`src/rtl/rf_seq_pkg.sv`:
```
// Shared definitions for the register-file operation sequencer.
// Holds the opcode encodings, the FSM state encoding and the default
// data/address widths used by rf_op_sequencer and rf_seq_alu.
package rf_seq_pkg;

    localparam int unsigned WIDTH_DEF = 4;
    localparam int unsigned AW_DEF    = 2;

    localparam logic [2:0] OP_NOP = 3'b000;
    localparam logic [2:0] OP_LDI = 3'b001;
    localparam logic [2:0] OP_MOV = 3'b010;
    localparam logic [2:0] OP_ADD = 3'b011;
    localparam logic [2:0] OP_SUB = 3'b100;
    localparam logic [2:0] OP_AND = 3'b101;
    localparam logic [2:0] OP_OR  = 3'b110;
    localparam logic [2:0] OP_XOR = 3'b111;

    typedef enum logic [1:0] {
        S_IDLE  = 2'd0,
        S_READ  = 2'd1,
        S_EXEC  = 2'd2,
        S_WRITE = 2'd3
    } state_e;

endpackage

```
`src/rtl/rf_seq_alu.sv`:
```
// Combinational ALU for the register-file sequencer.
// Ports:
//   op_i           opcode (see rf_seq_pkg)
//   a_i, b_i       operand values read from the register file
//   imm_i          immediate (LDI)
//   result_o       WIDTH-bit wrap-around result
//   carry_out_o    ADD carry / SUB borrow; 0 for logic ops
//   carry_update_o high when the op is allowed to change the carry flag
module rf_seq_alu
    import rf_seq_pkg::*;
#(
    parameter int unsigned WIDTH = WIDTH_DEF
) (
    input  logic [2:0]       op_i,
    input  logic [WIDTH-1:0] a_i,
    input  logic [WIDTH-1:0] b_i,
    input  logic [WIDTH-1:0] imm_i,
    output logic [WIDTH-1:0] result_o,
    output logic             carry_out_o,
    output logic             carry_update_o
);

    logic [WIDTH:0] sum;
    logic [WIDTH:0] diff;

    // Extended subtraction: the top bit is set exactly when a < b (unsigned).
    assign sum  = {1'b0, a_i} + {1'b0, b_i};
    assign diff = {1'b0, a_i} - {1'b0, b_i};

    always_comb begin
        result_o       = '0;
        carry_out_o    = 1'b0;
        carry_update_o = 1'b0;
        unique case (op_i)
            OP_NOP: result_o = '0;
            OP_LDI: result_o = imm_i;
            OP_MOV: result_o = a_i;
            OP_ADD: begin
                result_o       = sum[WIDTH-1:0];
                carry_out_o    = sum[WIDTH];
                carry_update_o = 1'b1;
            end
            OP_SUB: begin
                result_o       = diff[WIDTH-1:0];
                carry_out_o    = diff[WIDTH];
                carry_update_o = 1'b1;
            end
            OP_AND: begin
                result_o       = a_i & b_i;
                carry_update_o = 1'b1;
            end
            OP_OR: begin
                result_o       = a_i | b_i;
                carry_update_o = 1'b1;
            end
            OP_XOR: begin
                result_o       = a_i ^ b_i;
                carry_update_o = 1'b1;
            end
            default: result_o = '0;
        endcase
    end

endmodule

```
`src/rtl/rf_op_sequencer.sv`:
```
// Micro-sequencer executing one register-file operation per command.
// Accepts a command over valid/ready, reads rs1/rs2 from the register file,
// computes in rf_seq_alu, writes rd back and pulses done with result/flags.
// Ports:
//   clk_i, rst_ni           clock, asynchronous active-low reset
//   cmd_valid_i/cmd_ready_o command handshake (ready registered, high in IDLE)
//   cmd_op_i, cmd_rd_i, cmd_rs1_i, cmd_rs2_i, cmd_imm_i  command fields
//   ra_o, rb_o, a_i, b_i    register-file read ports (address out, data in)
//   re_o, wr_o, wrd_o       register-file write enable/address/data
//   done_o                  one-cycle completion pulse
//   result_o, zero_o, carry_o  last result and flags (held)
//   busy_o                  command in flight
module rf_op_sequencer
    import rf_seq_pkg::*;
#(
    parameter int unsigned WIDTH = WIDTH_DEF,
    parameter int unsigned AW    = AW_DEF
) (
    input  logic             clk_i,
    input  logic             rst_ni,
    input  logic             cmd_valid_i,
    output logic             cmd_ready_o,
    input  logic [2:0]       cmd_op_i,
    input  logic [AW-1:0]    cmd_rd_i,
    input  logic [AW-1:0]    cmd_rs1_i,
    input  logic [AW-1:0]    cmd_rs2_i,
    input  logic [WIDTH-1:0] cmd_imm_i,
    output logic [AW-1:0]    ra_o,
    output logic [AW-1:0]    rb_o,
    input  logic [WIDTH-1:0] a_i,
    input  logic [WIDTH-1:0] b_i,
    output logic             re_o,
    output logic [AW-1:0]    wr_o,
    output logic [WIDTH-1:0] wrd_o,
    output logic             done_o,
    output logic [WIDTH-1:0] result_o,
    output logic             zero_o,
    output logic             carry_o,
    output logic             busy_o
);

    state_e           state_q, state_d;
    logic             ready_q, ready_d;
    logic             done_q, done_d;
    logic [2:0]       op_q, op_d;
    logic [AW-1:0]    rd_q, rd_d;
    logic [AW-1:0]    rs1_q, rs1_d;
    logic [AW-1:0]    rs2_q, rs2_d;
    logic [WIDTH-1:0] imm_q, imm_d;
    logic [WIDTH-1:0] result_q, result_d;
    logic             zero_q, zero_d;
    logic             carry_q, carry_d;

    logic             accept;
    logic [WIDTH-1:0] alu_result;
    logic             alu_carry;
    logic             alu_carry_upd;

    rf_seq_alu #(
        .WIDTH (WIDTH)
    ) u_alu (
        .op_i           (op_q),
        .a_i            (a_i),
        .b_i            (b_i),
        .imm_i          (imm_q),
        .result_o       (alu_result),
        .carry_out_o    (alu_carry),
        .carry_update_o (alu_carry_upd)
    );

    // ready_q is only ever high in IDLE, so it alone qualifies the accept.
    assign accept = cmd_valid_i & ready_q;

    always_comb begin
        state_d  = state_q;
        done_d   = 1'b0;
        op_d     = op_q;
        rd_d     = rd_q;
        rs1_d    = rs1_q;
        rs2_d    = rs2_q;
        imm_d    = imm_q;
        result_d = result_q;
        zero_d   = zero_q;
        carry_d  = carry_q;

        if (accept) begin
            op_d  = cmd_op_i;
            rd_d  = cmd_rd_i;
            rs1_d = cmd_rs1_i;
            rs2_d = cmd_rs2_i;
            imm_d = cmd_imm_i;
        end

        unique case (state_q)
            S_IDLE: begin
                if (accept) begin
                    if (cmd_op_i == OP_NOP) begin
                        // NOP completes immediately without touching flags.
                        done_d = 1'b1;
                    end else if (cmd_op_i == OP_LDI) begin
                        // LDI needs no read, so its result is taken at accept.
                        state_d  = S_WRITE;
                        result_d = cmd_imm_i;
                        zero_d   = (cmd_imm_i == '0);
                    end else begin
                        state_d = S_READ;
                    end
                end
            end
            S_READ: state_d = S_EXEC;
            S_EXEC: begin
                // Read data sampled here covers both combinational and
                // one-cycle registered register-file reads.
                state_d  = S_WRITE;
                result_d = alu_result;
                zero_d   = (alu_result == '0);
                if (alu_carry_upd) begin
                    carry_d = alu_carry;
                end
            end
            S_WRITE: begin
                state_d = S_IDLE;
                done_d  = 1'b1;
            end
            default: state_d = S_IDLE;
        endcase

        ready_d = (state_d == S_IDLE);
    end

    always_ff @(posedge clk_i or negedge rst_ni) begin
        if (!rst_ni) begin
            state_q  <= S_IDLE;
            ready_q  <= 1'b0;
            done_q   <= 1'b0;
            op_q     <= OP_NOP;
            rd_q     <= '0;
            rs1_q    <= '0;
            rs2_q    <= '0;
            imm_q    <= '0;
            result_q <= '0;
            zero_q   <= 1'b0;
            carry_q  <= 1'b0;
        end else begin
            state_q  <= state_d;
            ready_q  <= ready_d;
            done_q   <= done_d;
            op_q     <= op_d;
            rd_q     <= rd_d;
            rs1_q    <= rs1_d;
            rs2_q    <= rs2_d;
            imm_q    <= imm_d;
            result_q <= result_d;
            zero_q   <= zero_d;
            carry_q  <= carry_d;
        end
    end

    // Outputs decode directly from state_q so reset clears them at once.
    always_comb begin
        ra_o  = '0;
        rb_o  = '0;
        re_o  = 1'b0;
        wr_o  = '0;
        wrd_o = '0;
        if (state_q == S_READ || state_q == S_EXEC) begin
            ra_o = rs1_q;
            rb_o = rs2_q;
        end
        if (state_q == S_WRITE) begin
            re_o  = 1'b1;
            wr_o  = rd_q;
            wrd_o = result_q;
        end
    end

    assign cmd_ready_o = ready_q;
    assign done_o      = done_q;
    assign result_o    = result_q;
    assign zero_o      = zero_q;
    assign carry_o     = carry_q;
    assign busy_o      = (state_q != S_IDLE);

endmodule

```
`config.mk`:
```
export PLATFORM = sky130hd
export DESIGN_NAME = rf_op_sequencer
export DESIGN_NICKNAME = d
export VERILOG_FILES = /design/src/rtl/rf_seq_pkg.sv /design/src/rtl/rf_seq_alu.sv /design/src/rtl/rf_op_sequencer.sv
export SDC_FILE = /design/constraint.sdc
export NUM_CORES = 1
export LEC_CHECK = 0
export CAP_MARGIN = 20
export CORE_AREA = 2 2 60 84
export DETAILED_ROUTE_END_ITERATION = 6
export DIE_AREA = 0 0 62 86
export DONT_BUFFER_PORTS = 1
export GPL_TIMING_DRIVEN = 0
export PLACE_DENSITY_LB_ADDON = 0.15
export SETUP_SLACK_MARGIN = 0.5
export SYNTH_ARGS = -nofsm -noshare
export SYNTH_HDL_FRONTEND = slang
export SYNTH_HIERARCHICAL = 1
export SYNTH_SLANG_ARGS = --single-unit
```
`constraint.sdc`:
```
create_clock -name clk_i -period 2.6 [get_ports clk_i]
set_clock_uncertainty 0.2 [all_clocks]
set_input_delay 0.26 -clock clk_i [delete_from_list [all_inputs] [get_ports clk_i]]
set_output_delay 0.26 -clock clk_i [all_outputs]
set_load 0.02 [all_outputs]
```
==> flow_summary.json, run 1 <==
{
  "status": "completed",
  "final_area_um2": 2140,
  "fin_crit_sh": 0.870,
  "drt_iter0_drc": 57,
  "wirelength_mm": 4.40,
  "ir_drop_mv": 0.582,
  "fin_cells": 261,
  "yosysTopAreaCell": "dfrtp_1",
  "viasPerCell": 5.50,
  "async_reset_ff_frac": 1.00,
  "cp_max_fo": 9,
  "cts_buffers": 3,
  "grt_pass1_vias": 1485,
  "p_sw_frac": 0.460,
  "placed_area_um2": 1840,
  "insertion_delay_ps": 270,
  "grt_remaining_overflow": 0,
  "rows": 29,
  "drc": 0,
  "clock_sinks": 23,
  "grt_setup_unrepaired": "true",
  "tritoncts": "built",
  "grt_pass1_wl_mm": 6.93,
  "r2r_cells": 8,
  "drtPass1Iterations": 4,
  "grt_max_degree": 24,
  "fin_nets": 242,
  "avgSynthCellArea_um2": 9.98,
  "synth_area_leaders": "dfrtp_1 (33%), ha_1 (11%), mux2_2 (10%), inv_1 (4.1%), and2_1 (3.9%)",
  "clkPwrFrac": 0.097,
  "post-place-cells": 238,
  "synth_edf_count": 0,
  "netlist_area_um2": 1760,
  "synth_cell_types": 48,
  "dp_hpwl_mm": 3.29,
  "gr-usage-all-layers": 0.172,
  "crit_required_ps": 2620,
  "wl_per_cell_um": 16.9,
  "ys_top_cells_by_count": "dfrtp_1 (23), inv_1 (19), ha_1 (16), mux2_2 (16), and2_1 (11)",
  "gp_congestion": 0.788,
  "synth_top_area_frac": 0.328,
  "htreeDepth": 1,
  "critPathKind": "flop to flop",
  "clkTransAtPathRegs_ps": 90,
  "combPwrFrac": 0.595,
  "crit_arrival_ps": 2280,
  "diodes": 0,
  "p_int_mw": 1.29,
  "initial_core_util": 0.387,
  "setup_viol": 0,
  "critPathLaunchType": "flop",
  "slew_violations": 0,
  "finalPower_mw": 2.39,
  "ios": 44,
  "hold_viol": 0,
  "switchingPower_mw": 1.10,
  "period_needed_ps": 2260,
  "die_y_um": 86,
  "p_seq_frac": 0.309,
  "coreArea_um2": 4540,
  "cp-end-kind": "flop",
  "syn_inst": 176,
  "antenna_found_initial": 0,
  "synthFlopType": "dfrtp_1",
  "synth.most_common_cell": "dfrtp_1",
  "ant_nets": 0,
  "yosysWarnings": 6,
  "synth_nets": 218,
  "tightestPinTransition_ps": 480,
  "min_path_cells": 2,
  "timing.hold.ws_ps": 45.3,
  "pre_cts_slack_ps": -34.8,
  "hp-class": "primary input to flop",
  "area_growth_syn_to_layout_pct": 22.1,
  "slew_headroom": 0.680,
  "die_area_um2": 5330,
  "die_w_um": 62,
  "yosysSeqAreaShare": 0.328,
  "setup_slack_ps": 337,
  "p_per_area_nw_per_um2": 1120,
  "maxCapViolCount": 0,
  "cts_max_path_buffers": 2,
  "drive_above_1_share": 0.256,
  "p_leak_nw": 0.973,
  "ys_ff_latch": 23,
  "io_buffer_count": 0,
  "num_vias": 1435,
  "clock-root-buffer": "clkbuf_8",
  "clock.fmax_mhz": 442
}
==> final timing paths <==
path / from / to / slack [ps]
worst max-delay path: op_q[0] / zero_o / 340
worst min-delay path: cmd_op_i[0] / op_q[0] / 50
worst max register to register: op_q[0] / zero_o / 340
worst min register to register: op_q[0] / op_q[0] / 300
max in group asynchronous: rst_ni / rs2_q[1] / 1710
min in group asynchronous: rst_ni / done_o / 100
==> worst max-delay path: stages (launching register included) <==
cell and delay, ps:
dfrtp_1 370, buf_6 150, and2b_4 220, a221oi_2 260, a21o_1 110, o211ai_1 130
or4b_4 510, o22ai_2 100, mux2_4 160
==> sequential cells by signal, summed over array words and instances (netlist names) <==
signal,cells
rs2_q,2
rs1_q,2
result_o,4
done_o,1
state_q,2
rd_q,2
zero_o,1
imm_q,4
cmd_ready_o,1
op_q,3
carry_o,1
==> routing by layer <==
layer,wire length [um],track usage
met1,1630,0.188
met2,2430,0.321
met3,250,0.0287
met4,90,0.0484
met5,0,0
==> through the flow <==
stage           util  setup TNS (ps)
4_1_cts        0.462               0
5_1_grt        0.473               0
6_report       0.473               0
3_5_place_dp   0.406           -34.8
2_1_floorplan      -               0
3_3_place_gp   0.406               0
==> layout make-up <==
type	instances	area (um^2)
multi-input combinational	126	1120
sequential	23	576
inverter	20	77.6
buffer	7	50.0
timing repair buffer	19	199
clock inverter	1	7.51
tap	62	77.6
fill	441	2390
clock buffer	3	41.3
==> cell families after synthesis <==
family	synth area share
and+or+nand+nor	0.155
AOI/OAI and AO/OA	0.149
buffers and inverters	0.0726
DFF	0.328
muxes	0.145
adders and majority gates	0.137
xor gates and xnor gates	0.0150
==> placed cells by master, fill, tap and decap left out, drive strengths merged, types with 3 or more instances in the layout <==
cell type,n
dlygate4sd3,13
nand2,7
buf,12
nor2,7
ha,16
a21oi,6
inv,20
a311oi,4
nor2b,4
nor3,7
and2,11
clkbuf,4
a21o,5
dfrtp,23
mux2i,4
a221oi,3
mux2,17
==> power groups by stage <==
stage	clock network (mW)	registers, mW	logic [mW]
floorplan	0	0.701	1.01
global placement	0	0.737	1.20
detailed placement	0	0.748	1.23
CTS	0.239	0.742	1.36
global route	0.251	0.763	1.54
finish	0.231	0.739	1.42
==> repair_timing <==
action                                  4_1_cts  5_1_grt
pin swaps                                     4        4
resized for setup                             7        7
endpoints found under the setup margin        2        5
setup buffers                                 5        0
hold buffers                                 13        0
hold endpoints to repair                     35        0
(Power assumes the default switching activity.)
==> run 2, diff against run 1 <==
Settings changed: BUFFER_PORTS_ARGS set to -buffer_cell sky130_fd_sc_hd__clkbuf_2, DONT_BUFFER_PORTS 1 to not set, SKIP_LAST_GASP set to 1.
==> run 2 against run 1 <==
Effect of this change:
- sequential power is 11% lower
- sequential share of layout area is 1.8 points lower
- global-route usage fell by 0.57 points
- via count rose by 3.9%
- non-clock buffer count is 34 higher
- largest power group unchanged
- clock power is essentially flat
- power is 9.3% higher
- utilization increased by 3.4 points
- die area did not move
- design area rose by 7.2%
- largest cell class unchanged
- critical path depth up 1
- cell count grew 13%
==> flow_summary.json, run 2 (synthesized netlist as in run 1, its figures left out) <==
{
  "cts_max_path_buffers": 2,
  "area_growth_syn_to_layout_pct": 30.9,
  "slew_headroom": 0.612,
  "drt_iter0_drc": 30,
  "ant_nets": 0,
  "insertion_delay_ps": 270,
  "hp-class": "primary input to flop",
  "dp_hpwl_mm": 3.23,
  "cts_buffers": 3,
  "period_needed_ps": 2330,
  "cp_max_fo": 3,
  "setup_slack_ps": 271,
  "fin_nets": 276,
  "crit_required_ps": 2620,
  "grt_remaining_overflow": 0,
  "grt_setup_unrepaired": "true",
  "p_leak_nw": 1.11,
  "coreArea_um2": 4540,
  "wirelength_mm": 4.20,
  "htreeDepth": 1,
  "grt_pass1_wl_mm": 6.72,
  "post-route-util": 0.507,
  "ir_drop_mv": 0.723,
  "p_per_area_nw_per_um2": 1140,
  "die_area_um2": 5330,
  "die_w_um": 62,
  "grt_max_degree": 24,
  "critPathLaunchType": "primary input",
  "antenna_found_initial": 0,
  "drc": 0,
  "tritoncts": "built",
  "clkTransAtPathRegs_ps": 90,
  "die_y_um": 86,
  "fin_setup_tns_ps": 0,
  "tightestPinTransition_ps": 583,
  "mostFrequentLayoutCells": "clkbuf_2 (42), dfrtp_1 (23), inv_1 (18)",
  "hold_viol": 0,
  "status": "completed",
  "cp-end-kind": "flop",
  "gp_congestion": 0.826,
  "io_buffer_count": 43,
  "critPathKind": "primary input to flop",
  "clock.fmax_mhz": 429,
  "finalPower_mw": 2.61,
  "placed_area_um2": 2060,
  "clock-root-buffer": "clkbuf_8",
  "grt_pass1_vias": 1478,
  "slew_violations": 0,
  "pre_cts_slack_ps": -144,
  "drtPass1Iterations": 4,
  "wl_per_cell_um": 14.2,
  "diodes": 0,
  "final_area_um2": 2300,
  "viasPerCell": 5.05,
  "initial_core_util": 0.387,
  "drive_above_1_share": 0.433,
  "fin_crit_sh": 0.896,
  "ios": 44,
  "maxCapViolCount": 0,
  "setup_viol": 0,
  "layout_commonest_cell": "clkbuf_2",
  "gr-usage-all-layers": 0.166,
  "rows": 29,
  "clock_sinks": 23,
  "num_vias": 1491,
  "crit_arrival_ps": 2350
}
[run 2: cell count changes in the layout (fill, tap and decap cells not counted), moves of 2 or more]
cell           previous run  this run
ha_2                      0         2
o21ai_1                   0         2
dlygate4sd3_1            13         1
buf_4                     5         8
clkbuf_4                  0         2
ha_1                     15        12
clkbuf_2                  1        42
[run 2: path summary, 6_finish.rpt]
path | start | to | slack (ps) | depth (start not counted)
setup / recovery | b_i[0] | zero_o | 270 | 9
hold / removal | cmd_rs2_i[1] | rs2_q[1] | 10 | 2
setup reg to reg | op_q[1] | zero_o | 350 | 7
hold reg to reg | zero_o | zero_o | 300 | 1
max in group asynchronous | rst_ni | imm_q[0] | 1500 | 2
min in group asynchronous | rst_ni | done_o | 310 | 2
[run 2: timing repair]
item | 4_1_cts | 5_1_grt
hold buffers | 1 | 0
hold endpoints to repair | 23 | 0
pin swaps | 4 | 6
buffers inserted | 2 | 7
resized for setup | 10 | 14
endpoints found under the setup margin | 4 | 5
[run 2: layout make-up]
type	count	area, um^2
flip-flops and latches	23	576
repair buffers	53	308
clock inverters	1	7.51
plain buffers	7	56.3
multi-input cells	126	1160
fillers	468	2240
inverters	20	77.6
clock buffers	3	41.3
well taps	62	77.6
[run 2: critical path, cell delays in order]
cell	delay, ps
clkbuf_2	100
ha_2	190
fa_1	430
mux2_4	280
a221oi_4	260
a21oi_4	70
or4b_4	520
o22ai_2	100
mux2_1	140
[run 2: per-stage QoR]
step / std cells / hold WS, ps
after floorplan: 176 / -236
after global placement: 281 / 94.8
after detailed placement: 281 / 93.3
after CTS: 288 / 10.2
after global routing: 295 / 17.7
final: 295 / 14.1
[run 2: power by group]
group	internal (mW)	total [mW]	switching, mW
Combinational	0.820	1.72	0.904
Clock	0.109	0.234	0.125
Sequential	0.537	0.657	0.120
Total	1.47	2.61	1.15
[run 2: metal layers]
layer	track usage	wire length, um	share of wire	up-vias
met4	0.0638	75	0.018	0
met2	0.287	2190	0.52	29
met5	0	0	0	-
met3	0.0121	126	0.030	7
li1	-	-	-	742
met1	0.207	1810	0.43	713
==> run 3, diff against run 2 <==
Clock period 2.6 ns to 2.3 ns, I/O delays scaled along.
==> run 3 against run 2 <==
Effect of this change:
- via count up 3.2%
- clock power increased by 8%
- sequential cell count unchanged
- combinational power rose by 24%
- non-clock buffer count increased by 10
- critical path depth is the same
- sequential share of layout area down 1.6 points
==> flow_summary.json, run 3 (synthesized netlist as in run 1, its figures left out) <==
{
  "grt_max_degree": 24,
  "pre_cts_slack_ps": -433,
  "layout_commonest_cell": "clkbuf_2",
  "slew_violations": 0,
  "crit_path_cell_trace": "buf_6 > inv_1 > ha_2 > fa_2 > mux4_2 > a21oi_4 > or4b_4 > o22ai_2 > mux2_1",
  "antenna_found_initial": 0,
  "area_growth_syn_to_layout_pct": 39.7,
  "cts_buffers": 3,
  "hold_viol": 0,
  "grt_pass1_vias": 1561,
  "num_vias": 1538,
  "clkTransAtPathRegs_ps": 80,
  "slew_headroom": 0.605,
  "drive_above_1_share": 0.461,
  "hp-class": "primary input to flop",
  "slowest_stage": "mux4_2",
  "viasPerCell": 5.04,
  "period_needed_ps": 2280,
  "multi_input_area_um2": 1210,
  "wirelength_mm": 4.39,
  "gp_congestion": 0.807,
  "grt_pass1_wl_mm": 6.93,
  "mostFrequentLayoutCells": "clkbuf_2 (40), dfrtp_1 (23), inv_1 (17)",
  "drtPass1Iterations": 4,
  "tightestPinTransition_ps": 593,
  "diodes": 0,
  "seq_area_um2": 576,
  "wl_per_cell_um": 14.4,
  "nFillCells": 429,
  "cts_max_path_buffers": 2,
  "critPathTopFamily": "multiplexers",
  "p_leak_nw": 1.18,
  "r2r_slack_ps": 20,
  "ir_drop_mv": 0.677,
  "p_per_area_nw_per_um2": 1270,
  "fin_crit_sh": 0.990,
  "setup_slack_ps": 22.1,
  "crit_arrival_ps": 2230,
  "coreArea_um2": 4540,
  "clock-root-buffer": "clkbuf_8",
  "post-place-cells": 281,
  "grt_remaining_overflow": 0,
  "maxCapViolCount": 0,
  "timing.hold.ws_ps": 46.3,
  "critPathBufInv": 2,
  "drt_iter0_drc": 56,
  "critPathLaunchType": "primary input",
  "clock_sinks": 23,
  "clock.fmax_mhz": 439,
  "cp_max_fo": 3,
  "die_w_um": 62,
  "status": "completed",
  "ios": 44,
  "die_y_um": 86,
  "fin_cells": 305,
  "htreeDepth": 1,
  "crit_required_ps": 2250,
  "initial_core_util": 0.387,
  "fin_nets": 286,
  "tritoncts": "built",
  "gr-usage-all-layers": 0.172,
  "insertion_delay_ps": 260,
  "critPathKind": "primary input to flop",
  "ant_nets": 0,
  "cp-end-kind": "flop",
  "drc": 0,
  "die_area_um2": 5330,
  "cp_slowest_stage_delay_ps": 500,
  "io_buffer_count": 43,
  "grt_setup_unrepaired": "true",
  "rows": 29,
  "setup_viol": 0,
  "dp_hpwl_mm": 3.26
}
-- run 3: worst register-to-register path, cell delays in order (launching register included) --
cell and delay [ps]:
dfrtp_1 420, buf_6 180, mux2_4 320, a221oi_4 260, a21oi_4 70, or4b_4 520
o22ai_2 110, mux2_1 140
-- run 3: cell type report --
class / instances / area share
buffer: 7 / 0.0219
clock buffer: 3 / 0.0168
clock inverter: 1 / 0.00204
inverter: 20 / 0.0316
multi-input combinational: 126 / 0.493
sequential: 23 / 0.234
tap: 62 / 0.0316
timing repair buffer: 63 / 0.168
-- run 3: where the power goes --
| part | switching (mW) | internal (mW) |
|---|---|---|
| Combinational | 1.09 | 1.05 |
| Clock | 0.131 | 0.121 |
| Sequential | 0.134 | 0.607 |
-- run 3: path summary, 6_finish.rpt --
check                              from       end  depth (start not counted)
min                        cmd_imm_i[1]  imm_q[1]                          2
max                              a_i[0]    zero_o                          9
min reg2reg                     rd_q[1]   rd_q[1]                          1
max reg2reg                     op_q[1]    zero_o                          7
min in group asynchronous        rst_ni   rd_q[1]                          2
max in group asynchronous        rst_ni   carry_o                          2
-- run 3: per-layer routing --
| metal | global-route usage | vias to the layer above | share of wire |
|---|---|---|---|
| li1 | - | 762 | - |
| met1 | 0.198 | 727 | 0.40 |
| met2 | 0.313 | 42 | 0.55 |
| met3 | 0.0121 | 7 | 0.031 |
| met4 | 0.0619 | 0 | 0.017 |
| met5 | 0 | - | 0 |
-- run 3: stage by stage --
stage / instance area [um^2] / setup TNS (ps) / power, mW / utilization
2_1_floorplan: 1800 / -31.6 / 1.95 / -
3_3_place_gp: 2090 / -763 / 2.40 / 0.461
3_5_place_dp: 2090 / -696 / 2.40 / 0.461
4_1_cts: 2400 / -12.9 / 3.04 / 0.529
5_1_grt: 2450 / -52.7 / 3.35 / 0.541
6_report: 2450 / 0 / 3.13 / 0.541
-- run 3: timing repair --
item | in CTS | in global routing
setup buffers | 12 | 1
endpoints found under the hold margin | 29 | 0
pin swaps | 9 | 4
hold buffers | 7 | 0
gates resized for setup | 20 | 14
endpoints found under the setup margin | 10 | 15
